[config.mk]
export PLATFORM = sky130hd
export DESIGN_NAME = radar_pwr_seq
export DESIGN_NICKNAME = d
export VERILOG_FILES = /design/src/rtl/radar_ctrl_pkg.sv /design/src/rtl/radar_pwr_seq_ms_tick_gen.sv /design/src/rtl/radar_pwr_seq.sv
export SDC_FILE = /design/constraint.sdc
export NUM_CORES = 1
export LEC_CHECK = 0
export ABC_AREA = 1
export CORE_MARGIN = 2
export CORE_UTILIZATION = 45
export CTS_BUF_LIST = sky130_fd_sc_hd__clkbuf_8 sky130_fd_sc_hd__clkbuf_16
export DETAILED_ROUTE_END_ITERATION = 8
export GPL_TIMING_DRIVEN = 1
export PLACE_DENSITY_LB_ADDON = 0.15
export SYNTH_ARGS = -nofsm -noshare
export SYNTH_HDL_FRONTEND = slang
export SYNTH_SLANG_ARGS = --single-unit
[constraint.sdc]
create_clock -name clk_200m -period 3.1 [get_ports clk_200m]
set_input_delay 0.465 -clock clk_200m [delete_from_list [all_inputs] [get_ports clk_200m]]
set_output_delay 0.465 -clock clk_200m [all_outputs]
set_load 0.02 [all_outputs]
[src/rtl/radar_ctrl_pkg.sv]
// radar_ctrl_pkg: shared sequencer state encoding and clock-rate constants
package radar_ctrl_pkg;
  localparam int CLK_200M_PER_MS = 200000;
  typedef enum logic [2:0] {
    ST_IDLE        = 3'd0,
    ST_DEBOUNCE_ON = 3'd1,
    ST_PWR_UP      = 3'd2,
    ST_INIT        = 3'd3,
    ST_WAIT_RDY    = 3'd4,
    ST_RUN         = 3'd5,
    ST_PWR_DN      = 3'd6,
    ST_FAULT       = 3'd7
  } state_t;
endpackage

[src/rtl/radar_pwr_seq_ms_tick_gen.sv]
// ms_tick_gen: 1 ms tick from clk_200m; in clk_200m rst clr, out tick_1ms high when sub-ms counter is CLK_PER_MS-1
module ms_tick_gen #(
  parameter int CLK_PER_MS = 200000
) (
  input  logic clk_200m,
  input  logic rst,
  input  logic clr,
  output logic tick_1ms
);
  logic [19:0] r_cnt;
  assign tick_1ms = r_cnt == 20'(CLK_PER_MS - 1);
  always_ff @(posedge clk_200m)
    if (rst || clr) r_cnt <= '0;
    else r_cnt <= tick_1ms ? '0 : r_cnt + 20'd1;
endmodule

[src/rtl/radar_pwr_seq.sv]
// radar_pwr_seq: front-end power/reset sequencer; in clk_200m rst locked gpio_3 gpio_2, out FPGA_EN FPGA_nRESET init_en ready fault state cnt_ms
module radar_pwr_seq
  import radar_ctrl_pkg::*;
#(
  parameter int CLK_PER_MS  = CLK_200M_PER_MS,
  parameter int DEBOUNCE_MS = 5,
  parameter int PWR_MS      = 50,
  parameter int TIMEOUT_MS  = 6200
) (
  input  logic        clk_200m,
  input  logic        rst,
  input  logic        locked,
  input  logic        gpio_3,
  input  logic        gpio_2,
  output logic        FPGA_EN,
  output logic        FPGA_nRESET,
  output logic        init_en,
  output logic        ready,
  output logic        fault,
  output logic [2:0]  state,
  output logic [15:0] cnt_ms
);
  logic [1:0] r_g3, r_g2;
  logic [15:0] r_cnt_ms;
  logic r_en, r_nrst, r_init, r_ready, r_fault;
  logic w_g3s, w_g2s, w_tick, w_clr, w_done_deb, w_done_pwr, w_done_to;
  logic w_en, w_nrst, w_init, w_ready, w_fault;
  state_t r_state, w_next;
  always_ff @(posedge clk_200m)
    if (rst) begin
      r_g3 <= '0;
      r_g2 <= '0;
    end else begin
      r_g3 <= {r_g3[0], gpio_3};
      r_g2 <= {r_g2[0], gpio_2};
    end
  assign w_g3s = r_g3[1];
  assign w_g2s = r_g2[1];
  assign w_done_deb = w_tick && r_cnt_ms == 16'(DEBOUNCE_MS - 1);
  assign w_done_pwr = w_tick && r_cnt_ms == 16'(PWR_MS - 1);
  assign w_done_to  = w_tick && r_cnt_ms == 16'(TIMEOUT_MS - 1);
  // While the request is still high in RUN/FAULT the release debounce is held at zero
  assign w_clr = (w_next != r_state) || ((r_state == ST_RUN || r_state == ST_FAULT) && w_g3s);
  ms_tick_gen #(.CLK_PER_MS(CLK_PER_MS)) u_tick (
    .clk_200m (clk_200m),
    .rst      (rst),
    .clr      (w_clr),
    .tick_1ms (w_tick)
  );
  always_ff @(posedge clk_200m)
    if (rst || w_clr) r_cnt_ms <= '0;
    else if (w_tick && r_cnt_ms != 16'hFFFF) r_cnt_ms <= r_cnt_ms + 16'd1;
  always_comb begin
    w_next = r_state;
    case (r_state)
      ST_IDLE:        w_next = (locked && w_g3s) ? ST_DEBOUNCE_ON : ST_IDLE;
      ST_DEBOUNCE_ON: w_next = !w_g3s ? ST_IDLE : w_done_deb ? ST_PWR_UP : ST_DEBOUNCE_ON;
      ST_PWR_UP:      w_next = w_done_pwr ? ST_INIT : ST_PWR_UP;
      ST_INIT:        w_next = ST_WAIT_RDY;
      ST_WAIT_RDY:    w_next = w_g2s ? ST_RUN : w_done_to ? ST_FAULT : ST_WAIT_RDY;
      ST_RUN:         w_next = !w_g2s ? ST_FAULT : (!w_g3s && w_done_deb) ? ST_PWR_DN : ST_RUN;
      ST_PWR_DN:      w_next = w_done_pwr ? ST_IDLE : ST_PWR_DN;
      ST_FAULT:       w_next = (!w_g3s && w_done_deb) ? ST_IDLE : ST_FAULT;
      default:        w_next = ST_IDLE;
    endcase
    if (!locked) w_next = ST_IDLE;
    w_en    = w_next inside {ST_PWR_UP, ST_INIT, ST_WAIT_RDY, ST_RUN, ST_PWR_DN};
    w_nrst  = w_next inside {ST_INIT, ST_WAIT_RDY, ST_RUN};
    w_init  = w_next == ST_INIT;
    w_ready = w_next == ST_RUN;
    w_fault = w_next == ST_FAULT;
  end
  always_ff @(posedge clk_200m)
    if (rst) begin
      r_state <= ST_IDLE;
      r_en    <= 1'b0;
      r_nrst  <= 1'b0;
      r_init  <= 1'b0;
      r_ready <= 1'b0;
      r_fault <= 1'b0;
    end else begin
      r_state <= w_next;
      r_en    <= w_en;
      r_nrst  <= w_nrst;
      r_init  <= w_init;
      r_ready <= w_ready;
      r_fault <= w_fault;
    end
  assign FPGA_EN     = r_en;
  assign FPGA_nRESET = r_nrst;
  assign init_en     = r_init;
  assign ready       = r_ready;
  assign fault       = r_fault;
  assign state       = r_state;
  assign cnt_ms      = r_cnt_ms;
endmodule

==> impl_metrics.yaml, run 1 <==
clock_tree:
  clock_path_buffers: 2
  cts_resized: 0
  clkLatencyLatePin_ns: 0.31
  cts_setup_buffers: 0
  hold_buffers: 0
  cts_buffers: 5
  path_clk_slew_ns: 0.09
  cts_tree: "done"
  clkSinkCount: 48
  cts_htree_levels: 2
  root_buffer: "clkbuf_8"
sta:
  slew_viol_final: 0
  hold_viol_final: 0
  tightest_slew_ns: 0.561
  setup_viol: 0
  min_period_ns: 2.51
  relSlewSlack_pct: 62.2
  rsz0062_at_grt: "no"
  max_freq_ghz: 0.399
  setup_ws_ns: 0.592
  finalCritPeriodShare_pct: 80.9
  whs_ns: 0.411
  fin_skew_ns: 0.0134
  tns_ns: 0
critical_path:
  critical_path_arrival_ns: 2.74
  required_ns: 3.33
  ff2ff_path_depth: 16
  crit_type: "reg -> reg"
  start_kind: "flip-flop"
  rr_startpoint: "cnt_ms[1]"
  worstReg2RegEnd: "u_tick.r_cnt[0]"
  r2r_setup_slack_ns: 0.59
  crit_path_max_fanout: 20
  endpoint_kind: "flip-flop"
drt:
  via_count: 2327
  drc: 0
  ant_nets: 0
  wl_per_cell_um: 11.0
  first_pass_iters: 4
  drt_iter0_drc: 105
  vias_per_cell: 4.75
  wl_mm: 5.41
pwr:
  peakVddDrop_mv: 0.189
  p_per_area_nw_per_um2: 336
  leakage_uw: 0.00118
hold_path:
  hold_end: "r_g3[1]"
  holdCritStartpoint: "r_g3[0]"
  min_path_type: "reg -> reg"
  hold_depth: 2
layout:
  area_growth_pct: 15.7
  final_layout_size_suffix_gt1_share_pct: 14.5
  stdcell_count: 490
  insertedDiodeCount: 0
  layout.nets: 423
synth:
  synth.most_common_cell: "inv_1"
  ys_types: 31
  synth_fp_nets: 392
  netlist_area_um2: 2720
  ys_seq_area_share_pct: 35.3
  postSynthCellCount: 383
  synth-async-reset-ratio_pct: 0
  avgSynthCellArea_um2: 7.10
  yosysWarnings: 0
  ys.flop_type: "dfxtp_1"
  synth.top_cells.by_count: "inv_1 (61), nor2_1 (60), nand2_1 (59)"
  yosys.area.top_type_share_pct: 35.3
  synthTopCellsByArea: "dfxtp_1 (35%), inv_1 (8.4%), nor2_1 (8.3%), nand2_1 (8.1%), nor2_2 (7.6%)"
  synth-edff-count: 0
  synth-seq-cells: 48
  synth_top_cell_by_area: "dfxtp_1"
placement:
  dp_worst_setup_slack_ns: 0.614
  dp.final_hpwl_mm: 4.17
  gp_congestion: 0.831
  dp_cells: 482
  io_buffers: 28
floorplanning:
  ios: 29
  die_area_um2: 6680
  coreArea_um2: 5890
  rows: 28
  die_w_um: 81.7
  start_util_pct: 46.2
  die_h_um: 81.7
outcome:
  status: "finished clean"
global_route:
  grt_pass1_vias: 2182
  antenna_found_initial: 0
  grt-ovfl-total: 0
  track_usage_pct: 18.3
  grt_max_degree: 21
  grt_first_pass_wirelength_mm: 9.61
job:
  cap_violations: 0
==> layout make-up <==
| class | count | area [um^2] |
|---|---|---|
| Fill cell | 583 | 2740 |
| Multi-Input combinational cell | 266 | 1470 |
| Sequential cell | 48 | 961 |
| Timing Repair Buffer | 29 | 288 |
| Inverter | 64 | 241 |
| Tap cell | 75 | 93.8 |
| Clock buffer | 6 | 82.6 |
| Clock inverter | 2 | 7.51 |
==> layer usage <==
layer  track usage (%)  up-vias  part of all wire, %
li1                  -     1237                    -
met1              23.4     1053                   48
met2              30.7       31                   48
met3              3.30        6                  2.3
met4              6.67        0                  1.6
met5                 0        -                    0
==> worst max-delay path by stage <==
stage               slack (ns)  startpoint                to  cells after the start
floorplan                 1.01   cnt_ms[1]         cnt_ms[4]                     16
global placement          0.65   cnt_ms[0]   u_tick.r_cnt[0]                     16
detailed placement        0.61   cnt_ms[0]   u_tick.r_cnt[0]                     16
finish                    0.59   cnt_ms[1]   u_tick.r_cnt[0]                     16
CTS                       0.58   cnt_ms[0]   u_tick.r_cnt[0]                     16
global route              0.30   cnt_ms[0]  u_tick.r_cnt[19]                     16
==> placed cells by master, fill, tap and decap left out, types with 6 or more instances in the layout <==
master           count
inv_1               63
nor2_2              33
nand3_1             25
nor2_1              60
nand4_1              9
o21ai_0              6
nand2_1             59
xnor2_1             10
clkbuf_8             6
nand2_2              7
clkdlybuf4s50_1     28
nor3_1              13
xor2_1              20
dfxtp_1             48
==> state kept, by name (all words and copies together) (netlist names) <==
register and cells:
u_tick.r_cnt 20, cnt_ms 16, state 3, r_g2 2, r_g3 2, FPGA_EN 1
FPGA_nRESET 1, fault 1, init_en 1, ready 1
==> critical path: stages, from the launching register on <==
cell and delay, ns:
dfxtp_1 0.33, inv_1 0.13, ha_1 0.17, nand2_1 0.06
nor2_1 0.10, nand2_1 0.06, nor2_1 0.27, nand4_1 0.15
nand2_1 0.09, nand2_1 0.07, inv_1 0.06, nand2_1 0.06
nand3_1 0.08, nand2_1 0.06, inv_1 0.15, nand4_4 0.39
nor2_2 0.19
==> metrics by stage <==
step           utilization [%]  cell area, um^2  power [uW]
2_1_floorplan                -             2720         681
3_3_place_gp              51.9             3060         690
3_5_place_dp              51.9             3060         690
4_1_cts                   53.5             3150        1070
5_1_grt                   53.5             3150        1100
6_report                  53.5             3150        1060
==> cells by family after synthesis <==
group                      Yosys count  share of synthesized area [%]
AOI/OAI and AO/OA                   12                           2.67
xor gates and xnor gates            30                           9.66
adders and majority gates            4                           1.84
buffers and inverters               69                           10.5
DFF                                 48                           35.3
and+or+nand+nor                    220                           40.0
==> where the power goes <==
| group | switching (uW) | internal, uW | total (uW) |
|---|---|---|---|
| Combinational | 31.3 | 16.1 | 47.4 |
| Clock | 208 | 176 | 384 |
| Sequential | 4.83 | 622 | 627 |
No activity file was read; power rests on OpenSTA's default activity.
==> run 2, diff against run 1 <==
- clock period: 3.1 -> 2.4 ns (I/O delays scaled with it)
==> impl_metrics.yaml, run 2 (synthesized netlist as in run 1, its figures left out) <==
critical_path:
  endpoint_kind: "flip-flop"
  critical_path_depth: 16
  path_common_cell: "nand2_1"
  worstReg2RegEnd: "cnt_ms[13]"
  crit_path_max_incr_delay_ns: 0.34
  required_ns: 2.60
  critPathTopFamily: "simple AND/OR/NAND/NOR gates"
  critical_path_arrival_ns: 2.45
  crit_path_max_fanout: 15
  crit_type: "reg -> reg"
  critPathSlowestCell: "dfxtp_1"
  path_buf_inv: 3
  rr_startpoint: "cnt_ms[1]"
  r2r_setup_slack_ns: 0.15
  start_kind: "flip-flop"
  cp_cell_sequence: "inv_2 > ha_1 > nand2_1 > nor2_1 > nand2_1 > nor2_4 > nand3_2 > nand2_2 > nand2_1 > o21ai_4 > nand2_1 > nand2_1 > inv_4 > nand3_4 > buf_12 > nor2_1"
  ff2ff_path_depth: 16
pwr:
  total_power_uw: 1430
  peakVddDrop_mv: 0.269
  p_per_area_nw_per_um2: 430
  leakage_uw: 0.00125
floorplanning:
  die_w_um: 81.7
  start_util_pct: 46.2
  die_h_um: 81.7
  rows: 28
  coreArea_um2: 5890
  die_area_um2: 6680
  ios: 29
global_route:
  grt_first_pass_wirelength_mm: 9.72
  grt-ovfl-total: 0
  grt_max_degree: 16
  antenna_found_initial: 0
  track_usage_pct: 18.7
  grt_pass1_vias: 2257
drt:
  vias_per_cell: 4.82
  first_pass_iters: 4
  wl_mm: 5.88
  ant_nets: 0
  drc: 0
  drt_iter0_drc: 154
  wl_per_cell_um: 11.8
  via_count: 2410
hold_path:
  hold_end: "r_g2[1]"
  hold_depth: 2
  min_path_type: "reg -> reg"
  holdCritStartpoint: "r_g2[0]"
sta:
  tightest_slew_ns: 0.454
  finalCritPeriodShare_pct: 93.9
  fin_skew_ns: 0.00812
  tns_ns: 0
  max_freq_ghz: 0.444
  setup_viol: 0
  whs_ns: 0.407
  slew_viol_final: 0
  relSlewSlack_pct: 69.5
  hold_viol_final: 0
  min_period_ns: 2.25
layout:
  fillerInstances: 570
  layout.nets: 434
  stdcell_count: 500
  insertedDiodeCount: 0
  regArea_um2: 963
  largest_reg_flops: 20
  multi_input_area_um2: 1520
  layout_commonest_cell: "nand2_1"
  final_layout_size_suffix_gt1_share_pct: 19.1
  top_register: "u_tick.r_cnt"
  area_growth_pct: 21.8
  most-common-layout-cells: "nand2_1 (59), inv_1 (58), nor2_1 (57), dfxtp_1 (46), nor2_2 (35)"
placement:
  io_buffers: 28
  dp.final_hpwl_mm: 4.23
  gp_congestion: 0.837
  dp_cells: 487
clock_tree:
  cts_tree: "done"
  cts_buffers: 5
  cts_htree_levels: 2
  clkSinkCount: 48
  hold_buffers: 0
  clkLatencyLatePin_ns: 0.31
  clock_path_buffers: 2
  path_clk_slew_ns: 0.09
  root_buffer: "clkbuf_8"
job:
  cap_violations: 0
outcome:
  status: "finished clean"
[run 2: cell count changes in the layout (fill, tap and decap cells not counted), moves of 2 or more]
cell	previous run	this run
buf_4	1	8
inv_1	63	58
buf_12	0	3
nor2_1	60	57
dfxtp_1	48	46
dfxtp_2	0	2
inv_2	1	3
nor2_2	33	35
[run 2: where the power goes]
part | switching, uW | leakage (uW) | internal (uW) | total [uW]
Sequential | 6.69 | 0.000389 | 804 | 811
Combinational | 48.5 | 0.000812 | 40.4 | 88.9
Clock | 269 | 0.0000503 | 257 | 526
Total | 324 | 0.00125 | 1100 | 1430
[run 2: repair_timing]
item	4_1_cts	5_1_grt
buffers inserted	3	2
hold endpoints to repair	0	0
setup endpoints to repair	23	36
gates cloned	1	0
resized for setup	2	11
pin swaps	3	3
[run 2: per-stage QoR]
stage          worst slack [ns]  util (%)  instance area, um^2
2_1_floorplan             0.312         -                 2720
6_report                  0.147      56.3                 3310
3_5_place_dp             -0.145      52.6                 3090
5_1_grt                 -0.0190      56.3                 3310
4_1_cts                  0.0315      55.6                 3270
3_3_place_gp            -0.0615      52.6                 3090
[run 2: metal layers]
metal | part of all wire (%) | up-vias | global-route usage [%]
met5 | 0 | - | 0
met4 | 1.4 | 0 | 6.50
li1 | - | 1262 | -
met2 | 49 | 32 | 32.8
met3 | 2.8 | 8 | 3.52
met1 | 47 | 1108 | 22.9
[run 2: layout make-up]
class	instances	share of cell area (%)
Multi-Input combinational cell	267	45.8
Sequential cell	48	29.1
Timing Repair Buffer	39	12.1
Inverter	64	7.36
Clock buffer	7	2.91
Tap cell	75	2.83
[run 2: how the worst max path moves through the flow]
stage / startpoint / end / slack, ns
floorplan: cnt_ms[1] / cnt_ms[4] / 0.31
global placement: cnt_ms[0] / u_tick.r_cnt[0] / -0.06
detailed placement: cnt_ms[1] / u_tick.r_cnt[0] / -0.14
CTS: cnt_ms[1] / u_tick.r_cnt[0] / 0.03
global route: u_tick.r_cnt[10] / cnt_ms[0] / -0.02
finish: cnt_ms[1] / cnt_ms[13] / 0.15
[run 2: worst min-delay path, delay by kind of cell (launching register included)]
| kind | cells | cell delay [ns] |
|---|---|---|
| DFF | 1 | 0.31 |
| buffers and inverters | 1 | 0.04 |
| and+or+nand+nor | 1 | 0.03 |
==> patch: new RTL, config.mk and constraints of run 2 <==
Remove the register `r_fault`: a continuous assignment takes its place, so the output `fault` follows one clock earlier.
--- a/src/rtl/radar_pwr_seq.sv
+++ b/src/rtl/radar_pwr_seq.sv
@@ -77,15 +77,15 @@
       r_nrst  <= 1'b0;
       r_init  <= 1'b0;
       r_ready <= 1'b0;
-      r_fault <= 1'b0;
     end else begin
       r_state <= w_next;
       r_en    <= w_en;
       r_nrst  <= w_nrst;
       r_init  <= w_init;
       r_ready <= w_ready;
-      r_fault <= w_fault;
     end
+
+  assign r_fault = w_fault;
   assign FPGA_EN     = r_en;
   assign FPGA_nRESET = r_nrst;
   assign init_en     = r_init;
Formal check against the unedited RTL: no difference found for any inputs over 10 cycles, from zero or initial values and one cycle with rst high; that may be too few to reach the edited logic, so the function may still have changed.
==> patch against run 2 <==
- wire length grew 0.99%
- register-to-register slack gained 0.03 ns
- total power fell by 2.2%
- cell count rose by 11%
- core utilization increased by 5.3 points
- sequential cell count fell by 1
- worst setup slack worse by 0.088 ns
- area after synthesis up 0.41%
- clock skew is 0.0039 ns lower
- design area rose by 9.3%
- sequential power is 2% lower
- sequential share of layout area is 3.0 points lower
- critical path type is now flop to output pin
==> patch: results (changes against run 2) <==
FF-to-FF End=u_tick.r_cnt[1] (was cnt_ms[13]); slowest stage cell, crit path=dfxtp_2 (was dfxtp_1); Final Wtd Congestion=0.8650 (was 0.8372); Post-CTS Setup Bufs=0 (was 3); pin count of the biggest net entering global routing=21 (was 16); sequential fraction of the synthesis area=0.3445 (was 0.3533); first-pass GRT wire length=10120 um (was 9715 um); CP max stage delay=0.36 ns (was 0.34 ns); Commonest cells post-synth=nand2_1, inv_1, nor2_1 (was inv_1, nor2_1, nand2_1); Mapped Cells=397 (was 383); Worst Path Max Fanout=4 (was 15); Placed Area=0.003462 mm^2 (was 0.003094 mm^2); Total GRT Usage=0.1936 (was 0.1873); peak supply drop=0.0003955 V (was 0.0002689 V); filler instances=578 (was 570); vias in the first global route=2365 (was 2257); Async S/R FF share, synth=0 (unchanged); pre-CTS WS=-0.1257 ns (was -0.1447 ns); Yosys cell types=28 (was 31); wire per inst=10.73 um (was 11.75 um); status=finished, final reports clean (unchanged); Detail Placement HPWL=4644 um (was 4228 um); syn nets=406 (was 392); Starting DRT DRC Count=106 (was 154); max reg flops=20 (unchanged); worst r2r src=u_tick.r_cnt[0] (was cnt_ms[1]); fraction of layout cells with a size suffix above 1=0.2552 (was 0.1906); Pleak=0.001436 uW (was 0.001251 uW); non-filler cells, final=553 (was 500); reg-to-reg slack, setup=0.18 ns (was 0.15 ns); top cells by area, synth=dfxtp_1, nand2_1, inv_1, nor2_1, xor2_1 (was dfxtp_1, inv_1, nor2_1, nand2_1, nor2_2); NumNets Final=486 (was 434)
patch: cell count changes after synthesis, sizes merged, moves of 2 or more:
| cell | change |
|---|---|
| and2 | +2 |
| inv | +9 |
| nand2 | +5 |
| nand4 | -2 |
| nor2 | -5 |
| o21ai | +4 |
| xnor2 | -3 |
| xor2 | +3 |
patch: worst max path at each step:
stage / start / endpoint / slack (ns) / cells after the start
floorplan: cnt_ms[0] / fault / 0.07 / 14
global route: u_tick.r_cnt[0] / fault / -0.10 / 13
detailed placement: cnt_ms[1] / fault / -0.13 / 13
CTS: cnt_ms[1] / fault / 0.02 / 13
global placement: u_tick.r_cnt[0] / fault / -0.06 / 14
finish: u_tick.r_cnt[0] / fault / 0.06 / 13
patch: power breakdown:
part	leakage, uW	internal (uW)	switching, uW
combinational	0.000999	35.3	44.5
sequential	0.000381	788	6.00
clock	0.0000557	259	262
total	0.00144	1080	313
patch: final cells by class:
class / instances / area, um^2 / share of cell area
Timing Repair Buffer: 78 / 678.2 / 0.1872
Sequential cell: 47 / 945.9 / 0.2610
Multi-Input combinational cell: 273 / 1535 / 0.4237
Inverter: 72 / 270.3 / 0.07459
Clock inverter: 1 / 3.754 / 0.001036
Tap cell: 75 / 93.84 / 0.02590
Clock buffer: 7 / 96.34 / 0.02659
patch: repair_timing:
action                                  4_1_cts  5_1_grt
endpoints found under the hold margin         0        0
gates resized for setup                       6       20
pin swaps                                     0        7
gates cloned                                  0        0
endpoints found under the setup margin        1       30
patch: tightest hold or removal path: stages, from the launching register on:
cell and delay (ns):
dfxtp_1 0.30, inv_1 0.04, nor2_1 0.03
patch: layer usage:
metal | up-vias | GRT usage | wire length, um
met3 | 10 | 0.04286 | 174
met1 | 1135 | 0.2400 | 2825
li1 | 1375 | - | -
met5 | - | 0 | 0
met2 | 29 | 0.3350 | 2848
met4 | 0 | 0.05500 | 85
patch: through the flow:
stage | hold slack (ns) | util | total power [uW]
floorplan | 0.3883 | - | 856.5
global placement | 0.3901 | 0.5882 | 887.2
detailed placement | 0.3948 | 0.5882 | 888.1
CTS | 0.4065 | 0.6052 | 1409
global route | 0.4478 | 0.6156 | 1458
finish | 0.4052 | 0.6156 | 1395
patch: cells by family (layout without fill, tap and decap cells):
| logic type | after synthesis | after routing | synth area share |
|---|---|---|---|
| AND/OR/NAND/NOR | 223 | 223 | 0.3926 |
| buffers and inverters | 77 | 158 | 0.1150 |
| flip-flops | 47 | 47 | 0.3445 |
| XOR/XNOR | 30 | 30 | 0.09620 |
| AO/OA/AOI/OAI | 16 | 16 | 0.03344 |
| adder cells (fa/ha/maj) | 4 | 4 | 0.01832 |
